File: src/rtl/ofm_write_scheduler_pkg.sv
`default_nettype none
// ============================================================================
//  Module   : ofm_write_scheduler_pkg
//  Purpose  : Shared types and elaboration helpers for the OFM write
//             scheduler. Holds the FSM state encoding, counter widths and the
//             column-tile helpers.
//  Revision : 1.0 - initial release
// ============================================================================
package ofm_write_scheduler_pkg;

  localparam int ROW_W   = 9;
  localparam int TILE_W  = 5;
  localparam int GROUP_W = 7;
  localparam int WSZ_W   = 5;

  typedef enum logic [2:0] {
    ST_IDLE      = 3'd0,
    ST_COMPUTE   = 3'd1,
    ST_WAIT_DONE = 3'd2,
    ST_WRITE     = 3'd3,
    ST_SETTLE    = 3'd4,
    ST_FINISH    = 3'd5
  } sched_state_e;

  // Column tile width: half the systolic array, never less than 1.
  function automatic int tile_width(input int sys_size);
    return (sys_size / 2 < 1) ? 1 : sys_size / 2;
  endfunction

  // Only stride-2 layers are split into column tiles.
  function automatic int col_tiles(input int ofm_size, input int sys_size,
                                   input int stride);
    int tw;
    tw = tile_width(sys_size);
    if (stride == 2) begin
      return (ofm_size + tw - 1) / tw;
    end
    return 1;
  endfunction

endpackage
`default_nettype wire

File: src/rtl/ofm_write_scheduler_loop_counter.sv
`default_nettype none
// ============================================================================
//  Module   : sched_loop_counter
//  Purpose  : Nested row / column-tile / filter-group counter. Row is the
//             innermost loop, group the outermost. count_filter is kept as
//             its own register (group + 1) so it is glitch-free downstream.
//  Ports    : clk, rst_n          - clock, async active-low reset
//             clear_i             - restart at row 0, tile 0, group 0
//             advance_i           - step to the next window
//             num_groups_i        - latched group count (non-zero when used)
//             row_o / tile_o      - current row and column tile
//             count_filter_o      - current group index + 1
//             row_wrap_o          - row is at its last value
//             tile_wrap_o         - row and tile are both at their last value
//             last_o              - current window is the final one of layer
//  Revision : 1.0 - initial release
// ============================================================================
module sched_loop_counter
  import ofm_write_scheduler_pkg::*;
#(
  parameter int ROWS  = 32,
  parameter int TILES = 4
) (
  input  logic               clk,
  input  logic               rst_n,
  input  logic               clear_i,
  input  logic               advance_i,
  input  logic [GROUP_W-1:0] num_groups_i,
  output logic [ROW_W-1:0]   row_o,
  output logic [TILE_W-1:0]  tile_o,
  output logic [GROUP_W-1:0] count_filter_o,
  output logic               row_wrap_o,
  output logic               tile_wrap_o,
  output logic               last_o
);

  localparam logic [ROW_W-1:0]  c_ROW_LAST  = ROW_W'(ROWS - 1);
  localparam logic [TILE_W-1:0] c_TILE_LAST = TILE_W'(TILES - 1);

  logic [ROW_W-1:0]   row_q,   row_d;
  logic [TILE_W-1:0]  tile_q,  tile_d;
  logic [GROUP_W-1:0] group_q, group_d;
  logic [GROUP_W-1:0] cf_q,    cf_d;

  logic w_row_wrap;
  logic w_tile_wrap;
  logic w_group_last;

  assign w_row_wrap   = (row_q == c_ROW_LAST);
  assign w_tile_wrap  = (tile_q == c_TILE_LAST);
  assign w_group_last = (group_q == (num_groups_i - 7'd1));

  always_comb begin
    row_d   = row_q;
    tile_d  = tile_q;
    group_d = group_q;
    cf_d    = cf_q;
    if (clear_i) begin
      row_d   = '0;
      tile_d  = '0;
      group_d = '0;
      cf_d    = 7'd1;
    end else if (advance_i) begin
      if (!w_row_wrap) begin
        row_d = row_q + 9'd1;
      end else begin
        row_d = '0;
        if (!w_tile_wrap) begin
          tile_d = tile_q + 5'd1;
        end else begin
          tile_d  = '0;
          group_d = group_q + 7'd1;
          cf_d    = cf_q + 7'd1;
        end
      end
    end
  end

  always_ff @(posedge clk or negedge rst_n) begin
    if (!rst_n) begin
      row_q   <= '0;
      tile_q  <= '0;
      group_q <= '0;
      cf_q    <= '0;
    end else begin
      row_q   <= row_d;
      tile_q  <= tile_d;
      group_q <= group_d;
      cf_q    <= cf_d;
    end
  end

  assign row_o          = row_q;
  assign tile_o         = tile_q;
  assign count_filter_o = cf_q;
  assign row_wrap_o     = w_row_wrap;
  assign tile_wrap_o    = w_row_wrap & w_tile_wrap;
  assign last_o         = w_row_wrap & w_tile_wrap & w_group_last;

endmodule
`default_nettype wire

File: src/rtl/ofm_write_scheduler.sv
`default_nettype none
// ============================================================================
//  Module   : ofm_write_scheduler
//  Purpose  : Layer sequencer for the conv/maxpool output path. For every
//             window (row x column tile x filter group) it launches a
//             systolic compute pass, waits for its completion, then issues a
//             write burst (one write pulse, one ofm_wr_en beat per channel)
//             followed by two idle cycles for the address controller.
//  Ports    : clk, rst_n           - clock, async active-low reset
//             start_i              - layer start, ignored while busy
//             wgt_size_i           - channels per burst (0 treated as 1)
//             num_groups_i         - filter groups in the layer
//             compute_done_i       - systolic window result ready
//             compute_start_o      - launch compute of current window
//             write_o              - burst start pulse
//             ofm_wr_en_o          - per-channel beat enable
//             channel_idx_o        - channel of current beat
//             count_filter_o       - group index + 1
//             row_cnt_o/tile_cnt_o - current row / column tile
//             busy_o, done_o       - layer status
//  Revision : 1.0 - initial release
// ============================================================================
module ofm_write_scheduler
  import ofm_write_scheduler_pkg::*;
#(
  parameter int SYSTOLIC_SIZE = 16,
  parameter int OFM_SIZE      = 32,
  parameter int STRIDE        = 2,
  parameter int ADDR_WIDTH    = 14
) (
  input  logic               clk,
  input  logic               rst_n,
  input  logic               start_i,
  input  logic [WSZ_W-1:0]   wgt_size_i,
  input  logic [GROUP_W-1:0] num_groups_i,
  input  logic               compute_done_i,
  output logic               compute_start_o,
  output logic               write_o,
  output logic               ofm_wr_en_o,
  output logic [WSZ_W-1:0]   channel_idx_o,
  output logic [GROUP_W-1:0] count_filter_o,
  output logic [ROW_W-1:0]   row_cnt_o,
  output logic [TILE_W-1:0]  tile_cnt_o,
  output logic               busy_o,
  output logic               done_o
);

  localparam int COL_TILES = col_tiles(OFM_SIZE, SYSTOLIC_SIZE, STRIDE);

  // Reject configurations the scheduler cannot represent.
  if (ADDR_WIDTH < 1 || (STRIDE != 1 && STRIDE != 2) ||
      OFM_SIZE < 1 || OFM_SIZE > 512 || COL_TILES > 32) begin : g_param_check
    $error("ofm_write_scheduler: unsupported parameter combination");
  end

  sched_state_e       state_q;
  logic [WSZ_W-1:0]   wsz_l_q;
  logic [GROUP_W-1:0] num_groups_l_q;
  logic               settle_q;
  logic               compute_start_q;
  logic               write_q;
  logic               ofm_wr_en_q;
  logic [WSZ_W-1:0]   channel_idx_q;
  logic               busy_q;
  logic               done_q;

  logic w_clear;
  logic w_advance;
  logic w_last;
  logic w_last_beat;
  logic w_row_wrap;
  logic w_tile_wrap;

  assign w_clear     = (state_q == ST_IDLE) && start_i;
  assign w_last_beat = (channel_idx_q == (wsz_l_q - 5'd1));
  // Counters step on the second settle cycle, except after the final
  // window, so the group counter never runs past the layer.
  assign w_advance   = (state_q == ST_SETTLE) && settle_q && !w_last;

  sched_loop_counter #(
    .ROWS  (OFM_SIZE),
    .TILES (COL_TILES)
  ) u_loop_counter (
    .clk            (clk),
    .rst_n          (rst_n),
    .clear_i        (w_clear),
    .advance_i      (w_advance),
    .num_groups_i   (num_groups_l_q),
    .row_o          (row_cnt_o),
    .tile_o         (tile_cnt_o),
    .count_filter_o (count_filter_o),
    .row_wrap_o     (w_row_wrap),
    .tile_wrap_o    (w_tile_wrap),
    .last_o         (w_last)
  );

  always_ff @(posedge clk or negedge rst_n) begin
    if (!rst_n) begin
      state_q         <= ST_IDLE;
      wsz_l_q         <= '0;
      num_groups_l_q  <= '0;
      settle_q        <= 1'b0;
      compute_start_q <= 1'b0;
      write_q         <= 1'b0;
      ofm_wr_en_q     <= 1'b0;
      channel_idx_q   <= '0;
      busy_q          <= 1'b0;
      done_q          <= 1'b0;
    end else begin
      compute_start_q <= 1'b0;
      write_q         <= 1'b0;
      done_q          <= 1'b0;
      case (state_q)
        ST_IDLE: begin
          if (start_i) begin
            wsz_l_q        <= (wgt_size_i == '0) ? 5'd1 : wgt_size_i;
            num_groups_l_q <= num_groups_i;
            busy_q         <= 1'b1;
            if (num_groups_i == '0) begin
              state_q <= ST_FINISH;
            end else begin
              state_q         <= ST_COMPUTE;
              compute_start_q <= 1'b1;
            end
          end
        end
        ST_COMPUTE: begin
          state_q <= ST_WAIT_DONE;
        end
        ST_WAIT_DONE: begin
          if (compute_done_i) begin
            state_q       <= ST_WRITE;
            write_q       <= 1'b1;
            ofm_wr_en_q   <= 1'b1;
            channel_idx_q <= '0;
          end
        end
        ST_WRITE: begin
          if (w_last_beat) begin
            state_q       <= ST_SETTLE;
            ofm_wr_en_q   <= 1'b0;
            channel_idx_q <= '0;
            settle_q      <= 1'b0;
          end else begin
            channel_idx_q <= channel_idx_q + 5'd1;
          end
        end
        ST_SETTLE: begin
          if (!settle_q) begin
            settle_q <= 1'b1;
          end else begin
            settle_q <= 1'b0;
            if (w_last) begin
              state_q <= ST_FINISH;
            end else begin
              state_q         <= ST_COMPUTE;
              compute_start_q <= 1'b1;
            end
          end
        end
        ST_FINISH: begin
          done_q  <= 1'b1;
          busy_q  <= 1'b0;
          state_q <= ST_IDLE;
        end
        default: begin
          state_q <= ST_IDLE;
        end
      endcase
    end
  end

  assign compute_start_o = compute_start_q;
  assign write_o         = write_q;
  assign ofm_wr_en_o     = ofm_wr_en_q;
  assign channel_idx_o   = channel_idx_q;
  assign busy_o          = busy_q;
  assign done_o          = done_q;

endmodule
`default_nettype wire

File: config.mk
export PLATFORM = sky130hd
export DESIGN_NAME = ofm_write_scheduler
export DESIGN_NICKNAME = d
export VERILOG_FILES = /design/src/rtl/ofm_write_scheduler_pkg.sv /design/src/rtl/ofm_write_scheduler_loop_counter.sv /design/src/rtl/ofm_write_scheduler.sv
export SDC_FILE = /design/constraint.sdc
export NUM_CORES = 1
export LEC_CHECK = 0
export CORE_MARGIN = 2
export CORE_UTILIZATION = 30
export CTS_BUF_LIST = sky130_fd_sc_hd__clkbuf_8
export DETAILED_ROUTE_END_ITERATION = 10
export HOLD_SLACK_MARGIN = 0.12
export PLACE_DENSITY = 0.6
export SETUP_SLACK_MARGIN = 0.5
export SLEW_MARGIN = 20
export SYNTH_ARGS = -nofsm -noshare
export SYNTH_HDL_FRONTEND = slang
export SYNTH_HIERARCHICAL = 1
export SYNTH_SLANG_ARGS = --single-unit
File: constraint.sdc
create_clock -name clk -period 7.5 [get_ports clk]
set_input_delay 1.5 -clock clk [delete_from_list [all_inputs] [get_ports clk]]
set_output_delay 1.5 -clock clk [all_outputs]
set_load 0.005 [all_outputs]
======== Word level (Yosys, flattened, before mapping) ========
Cells that the tools add are included.
cells by class
  $add $sub $neg .......................... 7
  multipliers ............................. 0
  divide/modulo/power cells ............... 0
  order comparisons ....................... 0
  equality and inequality tests ........... 13
  shift-type cells ........................ 0
  multiplexer cells ....................... 41
  bitwise logic cells ..................... 2
  reduce and logical (&&, ||, !) cells .... 21
operators by type and width
  kind                                                 number
  two-way mux 7 bit                                    8
  two-way mux 5 bit                                    7
  two-way mux 9 bit                                    3
  two-way mux 3 bit                                    6
  case mux 3 bit (5 select lines)                      1
  adder 7 x 1 -> 7 bit, second input constant          2
  nonzero test 2 bit                                   6
  two-way mux 1 bit                                    11
  adder 5 x 1 -> 5 bit, second input constant          2
  case mux 5 bit (2 select lines)                      1
  AND reduction 2 bit                                  5
  adder 9 x 1 -> 9 bit, second input constant          1
  equality test 9 x 5 -> 1 bit, second input constant  1
  inequality test 2 bit, second input constant         4
  case mux 1 bit (2 select lines)                      4
  equality test 7 bit                                  1
  logical NOT 7 bit                                    1
  subtractor 7 x 1 -> 7 bit, second input constant     1
  equality test 3 x 2 -> 1 bit, second input constant  2
  equality test 3 bit, second input constant           2
  AND reduction 3 bit                                  2
  equality test 5 x 2 -> 1 bit, second input constant  1
  equality test 5 bit                                  1
  logical NOT 5 bit                                    1
  other kinds (7)                                      10
word-level totals
  flip-flop bits (word level) ............. 54
  latch bits .............................. 0
  memory bits (writable) .................. 0
  bits in read-only memories .............. 0
  input port bits ......................... 16
  word-level logic and storage cells ...... 98
  memories kept ........................... 0

======== Longest topological paths before layout ========
Gate-level depths: netlist of the first run.
  depth after elaboration ................. 7
  gate-level depth with buffers ........... 13

======== By module ========
Netlist of the first run, hierarchy kept.
by module, submodules not included
  module               instances  cells an instance  area each (sq um)
  sched_loop_counter   1          178                1,652.8
  ofm_write_scheduler  1          120                1,297.5

======== Least setup slack after synthesis of the first run ========
Ideal clock, no wire load.
  path type ............................... register to register
  start point ............................. register u_loop_counter.row_q[7] (netlist: u_loop_counter/row_o[7])
  end point ............................... register u_loop_counter.group_q[4]
  setup time .............................. 136 ps
  arrival ................................. 2,903 ps
  slack ................................... 4,460 ps
  stages on the path, launching flop included .. 13
  buffers on the path ..................... 1
  period minus slack after synthesis ...... 3,040 ps
  cell sequence ........................... dfrtp_1 > or4_4 > or3_4 > clkinv_2 > nand4_1 > nor4_2 > nor2b_1 > and3_1 > and3_1 > nand4_2 > clkbuf_1 > or3_1 > a21oi_1
on the way
  word-level cells in the longest chain between the ends .. 7
  elaborated cells between the ends (all ways) .. 8
  classes of those cells .................. eq/ne: 1; bitwise: 2; reduce/logical: 5
RTL lines
  item                           line                                    source
  from (decl)                    ofm_write_scheduler_loop_counter.sv:40  logic [ROW_W-1:0] row_q, row_d;
  from (signal assigned)         ofm_write_scheduler_loop_counter.sv:86  row_q <= row_d;
  equality test 9 x 5 -> 1 bit   ofm_write_scheduler_loop_counter.sv:49  assign w_row_wrap = (row_q == c_ROW_LAST);
  net w_row_wrap                 ofm_write_scheduler.sv:71               logic w_row_wrap;
  bitwise AND 1 bit              n/a
  bitwise AND 1 bit              ofm_write_scheduler_loop_counter.sv:98  assign last_o = w_row_wrap & w_tile_wrap & w_group_last;
  net w_last                     ofm_write_scheduler.sv:69               logic w_last;
  logical NOT 1 bit              ofm_write_scheduler.sv:78               assign w_advance = (state_q == ST_SETTLE) && settle_q && !w_last;
  logical AND 1 bit              ofm_write_scheduler.sv:78
  net w_advance                  ofm_write_scheduler.sv:68               logic w_advance;
  nonzero test 2 bit (no line)   n/a
  AND reduction 3 bit (no line)  n/a
  to (signal assigned)           ofm_write_scheduler_loop_counter.sv:88  group_q <= group_d;
  to (decl)                      ofm_write_scheduler_loop_counter.sv:42  logic [GROUP_W-1:0] group_q, group_d;
The timed path passes the listed nets, and every way through them passes these cells.
A chain may end at the register's enable or synchronous reset.

======== Final worst setup path of the first run ========
  start point ............................. register u_loop_counter.row_q[7] (netlist: u_loop_counter/row_o[7])
  end point ............................... register u_loop_counter.cf_q[6] (netlist: u_loop_counter/count_filter_o[6])
on the way
  word-level cells in the longest chain between the ends .. 7
  elaborated cells between the ends (all ways) .. 8
  classes of those cells .................. eq/ne: 1; bitwise: 2; reduce/logical: 5
RTL lines
  item                           line                                    source
  equality test 9 x 5 -> 1 bit   ofm_write_scheduler_loop_counter.sv:49
  net w_row_wrap                 ofm_write_scheduler.sv:71
  bitwise AND 1 bit              n/a
  bitwise AND 1 bit              ofm_write_scheduler_loop_counter.sv:98
  net w_last                     ofm_write_scheduler.sv:69
  logical NOT 1 bit              ofm_write_scheduler.sv:78
  logical AND 1 bit              ofm_write_scheduler.sv:78
  net w_advance                  ofm_write_scheduler.sv:68
  nonzero test 2 bit (no line)   n/a
  AND reduction 3 bit (no line)  n/a
  to (signal assigned)           ofm_write_scheduler_loop_counter.sv:84  cf_q <= '0;
  to (signal assigned)           ofm_write_scheduler_loop_counter.sv:89  cf_q <= cf_d;
  to (decl)                      ofm_write_scheduler_loop_counter.sv:43  logic [GROUP_W-1:0] cf_q, cf_d;
The timed path passes the listed nets, and every way through them passes these cells.

==> flow_metrics.py, run 1 <==
metrics = {
    "clocking": {
        "cts_max_path_buffers": 2,
        "postCtsSetupBuffers": 0,
        "root_buffer": "clkbuf_8",
        "clk_pin_slew_ns": 0.10,
        "ctsHoldBuffers": 0,
        "cts_buffers": 5,
        "cts-htree-levels": 2,
        "cts_resized": 0,
        "clkSinkCount": 54,
        "clk_latency_ns": 0.31,
        "tritoncts": "yes",
    },
    "layout": {
        "stdcell_count": 476,
        "post-route-util_pct": 37.81,
        "num_antenna_cells": 0,
        "nets": 365,
        "fillers": 1011,
        "drive_gt1_share_pct": 10.79,
        "area_growth_pct": 23.80,
        "multi_input_area_mm2": 0.001509,
        "seq_area_mm2": 0.001351,
        "stdcell_area_mm2": 0.003645,
    },
    "global_routing": {
        "grt_usage_pct": 13.13,
        "overflow": 0,
        "grt_pass1_wl_mm": 11.02,
        "grt_max_degree": 55,
        "grt_pass1_vias": 2247,
        "antenna_found_initial": 0,
    },
    "timing": {
        "rsz0062_at_grt": "no",
        "setup_viol": 0,
        "fin_skew_ns": 0.009817,
        "tightest_slew_ns": 0.6963,
        "timing.final.ws_setup_ns": 4.094,
        "hold_viol": 0,
        "max_freq_mhz": 293.6,
        "slew_violations": 0,
        "hold_ws_ns": 0.5278,
        "fin_crit_ns": 3.406,
        "period_share_pct": 45.41,
        "tns_ns": 0,
        "relSlewSlack_pct": 53.58,
    },
    "job": {
        "maxCapViolations": 0,
    },
    "routing": {
        "antenna_left": 0,
        "drtIter0Drc": 128,
        "drc": 0,
        "routedWlPerCell_um": 13.75,
        "vias_per_cell": 4.821,
        "first_pass_iters": 4,
        "num_vias": 2295,
        "drt-total-wl_mm": 6.547,
    },
    "worst_setup_path": {
        "crit_fanout": 19,
        "cp.required_ns": 7.69,
        "start_kind": "flop",
        "crit_type": "flop to flop",
        "worstPathArrival_ns": 3.60,
        "crit_path_end_kind": "flop",
    },
    "power": {
        "ir_drop_mv": 0.1428,
        "p_leak_nw": 1.473,
        "powerDensity_mw_per_mm2": 326.1,
        "fin_total_pwr_mw": 1.188,
    },
    "placed_design": {
        "gp_congestion": 0.8106,
        "place_area_mm2": 0.003540,
        "dpl_worst_slack_ns": 3.859,
        "dp.cells": 468,
        "hpwl_mm": 4.513,
        "numPortBuffers": 46,
    },
    "floorplan": {
        "rows": 36,
        "dieArea_mm2": 0.01062,
        "initial_core_util_pct": 30.54,
        "design.core.area_mm2": 0.009639,
        "io-pin-count": 47,
        "die_y_um": 103.1,
        "fp.dieW_um": 103.1,
    },
    "logic_synthesis": {
        "syn-num-nets": 320,
        "syn_inst": 297,
        "yosys_warnings": 6,
        "synth.avg_cell_area_um2": 9.913,
        "synth_area_mm2": 0.002944,
    },
    "hold_path": {
        "hp-class": "flop to flop",
    },
    "run_status": {
        "status": "finished, final reports clean",
    },
}
area by class of cell:
cell class                 count  area share [%]
multi-input combinational    222           41.40
clock inverter                 1          0.2403
clock buffer                   7           2.643
tap                          133           4.566
timing repair buffer          48           12.91
sequential                    54           37.08
inverter                      11           1.167
where the power goes:
part           internal [mW]  total (mW)  switching (mW)  leakage [nW]
Combinational          0.266       0.475           0.209         0.726
Sequential             0.390       0.532           0.142         0.693
Clock                 0.0849       0.182          0.0967        0.0544
Total                  0.740        1.19           0.448          1.47
flip-flops by register name, indices dropped and copies added, names as in the netlist, 3 cells and up:
register                       cells
channel_idx_o                      5
num_groups_l_q                     7
state_q                            3
u_loop_counter/count_filter_o      7
u_loop_counter/group_q             7
u_loop_counter/row_o               9
u_loop_counter/tile_o              5
wsz_l_q                            5
worst max-delay path, stage by stage, from the launching register on:
cell      delay (ns)
dfrtp_1         0.46
or4_4           0.59
or3_4           0.43
clkinv_2        0.05
nand4_1         0.09
nor4_2          0.25
nor2b_1         0.09
and3_1          0.28
and3_1          0.29
nand4_2         0.31
nor3_1          0.12
mux2_1          0.33
metal layers:
metal / part of all wire, % / track usage, % / wire length (µm)
met5: 0 / 0 / 0
met4: 1.1 / 3.340 / 74
met3: 3.9 / 2.712 / 256
met2: 45 / 20.78 / 2939
met1: 50 / 18.41 / 3276
cell usage in the layout, fill, tap and decap left out, drive strengths merged, types with 2 or more instances in the layout:
cell	n
clkinv	2
nor3b	2
or4	2
xnor2	15
or3	8
nand4	4
nor3	14
a31oi	3
ha	7
nand3	14
clkdlybuf4s50	45
mux2i	2
nor4	6
dfrtp	54
nand2b	6
inv	10
o21ai	21
nor2	21
o31a	2
and3b	3
xor2	11
nand2	28
mux2	15
a21oi	13
and3	2
buf	3
nor2b	8
clkbuf	7
path summary, 6_finish.rpt:
check	depth (start not counted)	from	endpoint	slack, ns
setup / recovery	11	u_loop_counter/row_o[7]$_DFFE_PN0P_	u_loop_counter/count_filter_o[6]$_DFFE_PN0P_	4.09
hold / removal	2	busy_o$_DFFE_PN0P_	busy_o$_DFFE_PN0P_	0.53
setup reg to reg	11	u_loop_counter/row_o[7]$_DFFE_PN0P_	u_loop_counter/count_filter_o[6]$_DFFE_PN0P_	4.09
hold reg to reg	2	busy_o$_DFFE_PN0P_	busy_o$_DFFE_PN0P_	0.53
max in group asynchronous	2	rst_n	u_loop_counter/group_q[2]$_DFFE_PN0P_	5.71
min in group asynchronous	2	rst_n	channel_idx_o[0]$_DFFE_PN0P_	1.31
No activity file was read; power rests on OpenSTA's default activity.
==> inputs of run 2 (changes only) <==
- clock period: 7.5 -> 3.4 ns (I/O delays scaled with it)
==> run 2 against run 1 <==
Compared with the run above:
- final cell count is 1.5% higher
- non-clock buffer count grew 8
- design area up 2.2%
- sequential power rose by 120%
- sequential share of layout area down 0.72 points
- sequential cell count did not move
- routed wire length up 1.6%
- setup slack got worse by 3.4 ns
- hold slack got worse by 0.23 ns
- critical path type unchanged
==> flow_metrics.py, run 2 (same netlist as run 1, synthesis figures left out) <==
metrics = {
    "timing": {
        "slew_violations": 0,
        "period_share_pct": 80.55,
        "fin_crit_ns": 2.739,
        "relSlewSlack_pct": 60.43,
        "setup_viol": 0,
        "hold_viol": 0,
        "tns_ns": 0,
        "tightest_slew_ns": 0.5873,
        "rsz0062_at_grt": "no",
        "max_freq_mhz": 365.2,
        "fin_skew_ns": 0.01215,
    },
    "routing": {
        "drtIter0Drc": 61,
        "drc": 0,
        "vias_per_cell": 4.919,
        "first_pass_iters": 4,
        "antenna_left": 0,
        "drt-total-wl_mm": 6.652,
        "routedWlPerCell_um": 13.77,
        "num_vias": 2376,
    },
    "placed_design": {
        "numPortBuffers": 46,
        "hpwl_mm": 4.674,
        "gp_congestion": 0.8095,
        "place_area_mm2": 0.003575,
    },
    "worst_setup_path": {
        "cp.required_ns": 3.59,
        "crit_fanout": 7,
        "crit_chain": "or4_4 -> or3_4 -> clkinv_2 -> nand4_1 -> nor4_2 -> nor2b_1 -> and3_4 -> and3_4 -> nand4_4 -> nor3_1 -> mux2_1",
        "worstPathArrival_ns": 2.93,
        "slowest_delay_ns": 0.56,
        "crit_path_end_kind": "flop",
        "start_kind": "flop",
        "cp_slowest_cell": "or4_4",
        "crit_type": "flop to flop",
        "cp_common_cell": "and3_4",
    },
    "power": {
        "fin_total_pwr_mw": 2.616,
        "intPower_mw": 1.613,
        "p_sw_mw": 1.003,
        "combPwrFrac_pct": 42.8,
        "seqPwrFrac_pct": 43.9,
        "p_sw_share_pct": 38.34,
        "clkPwrFrac_pct": 13.3,
        "p_leak_nw": 1.490,
        "powerDensity_mw_per_mm2": 702.6,
        "ir_drop_mv": 0.2754,
    },
    "global_routing": {
        "grt_usage_pct": 13.17,
        "grt_max_degree": 37,
        "grt_pass1_wl_mm": 11.17,
        "antenna_found_initial": 0,
        "grt_pass1_vias": 2334,
        "overflow": 0,
    },
    "clocking": {
        "clk_pin_slew_ns": 0.10,
        "root_buffer": "clkbuf_8",
        "tritoncts": "yes",
        "clkSinkCount": 54,
        "cts_buffers": 5,
        "ctsHoldBuffers": 0,
        "cts_max_path_buffers": 2,
        "cts-htree-levels": 2,
        "clk_latency_ns": 0.31,
    },
    "layout": {
        "num_antenna_cells": 0,
        "final_cell_mix": "52 x dfrtp_1, 45 x clkdlybuf4s50_1, 28 x nand2_1, 21 x nor2_1",
        "post-route-util_pct": 38.63,
        "drive_gt1_share_pct": 14.57,
        "area_growth_pct": 26.48,
        "mostFrequentLayoutCell": "dfrtp_1",
        "stdcell_area_mm2": 0.003724,
        "nets": 373,
        "largest_reg_flops": 9,
    },
    "job": {
        "maxCapViolations": 0,
    },
    "floorplan": {
        "dieArea_mm2": 0.01062,
        "initial_core_util_pct": 30.54,
        "die_y_um": 103.1,
        "design.core.area_mm2": 0.009639,
        "io-pin-count": 47,
        "fp.dieW_um": 103.1,
        "rows": 36,
    },
    "run_status": {
        "status": "finished, final reports clean",
    },
    "hold_path": {
        "hp-class": "input port to asynchronous set/reset pin",
    },
}
[run 2: changes by cell type in the layout (fill, tap and decap cells not counted), moves of 2 or more]
cell | previous run | this run
buf_4 | 2 | 9
and3_1 | 2 | 0
and3_4 | 0 | 2
clkbuf_8 | 7 | 5
dfrtp_1 | 54 | 52
dfrtp_2 | 0 | 2
[run 2: critical path, delay by kind of cell (launching register included)]
family	cells	cell delay (ns)
buffers and inverters	1	0.05
DFF	1	0.41
muxes	1	0.30
and+or+nand+nor	9	1.87
[run 2: path summary, 6_finish.rpt]
check	from	endpoint	slack [ns]	cells after the start
setup / recovery	u_loop_counter/row_o[7]$_DFFE_PN0P_	u_loop_counter/group_q[5]$_DFFE_PN0P_	0.66	11
hold / removal	rst_n	channel_idx_o[3]$_DFFE_PN0P_	0.29	1
setup reg to reg	u_loop_counter/row_o[7]$_DFFE_PN0P_	u_loop_counter/group_q[5]$_DFFE_PN0P_	0.66	11
hold reg to reg	busy_o$_DFFE_PN0P_	busy_o$_DFFE_PN0P_	0.53	2
max in group asynchronous	rst_n	num_groups_l_q[0]$_DFFE_PN0P_	2.26	2
min in group clk	busy_o$_DFFE_PN0P_	busy_o$_DFFE_PN0P_	0.53	2
[run 2: per-layer routing]
metal / up-vias / share of wire [%] / global-route usage [%]
li1: 1151 / - / -
met1: 1172 / 50 / 18.78
met2: 49 / 46 / 20.68
met3: 4 / 4.0 / 2.576
met4: 0 / 0.62 / 3.138
met5: - / 0 / 0
[run 2: what timing repair did]
action / CTS / global route
pin swaps: 0 / 2
gates resized for setup: 4 / 7
setup endpoints to repair: 17 / 17
buffers inserted: 3 / 1
[run 2: through the flow]
step                      hold WS, ns  worst slack (ns)  cells
after CTS                      0.3050            0.5056    482
final                          0.2941            0.6614    483
after floorplan                0.3844            0.5001    297
after global routing           0.3211            0.5050    483
after detailed placement       0.5076            0.2906    472
after global placement         0.5100            0.3576    472
[run 2: power groups by stage]
stage | combinational [mW] | sequential, mW | clock, mW
2_1_floorplan | 0.713 | 1.09 | 0
3_3_place_gp | 1.08 | 1.15 | 0
3_5_place_dp | 1.10 | 1.16 | 0
4_1_cts | 1.12 | 1.15 | 0.361
5_1_grt | 1.26 | 1.20 | 0.387
6_report | 1.12 | 1.15 | 0.347
[run 2: layout make-up]
cell class	instances	area [µm²]
timing repair buffer	56	534.3
multi-input combinational	222	1546
tap	133	166.4
clock buffer	5	68.82
sequential	54	1354
inverter	11	42.54
clock inverter	2	11.26
fill	985	5916
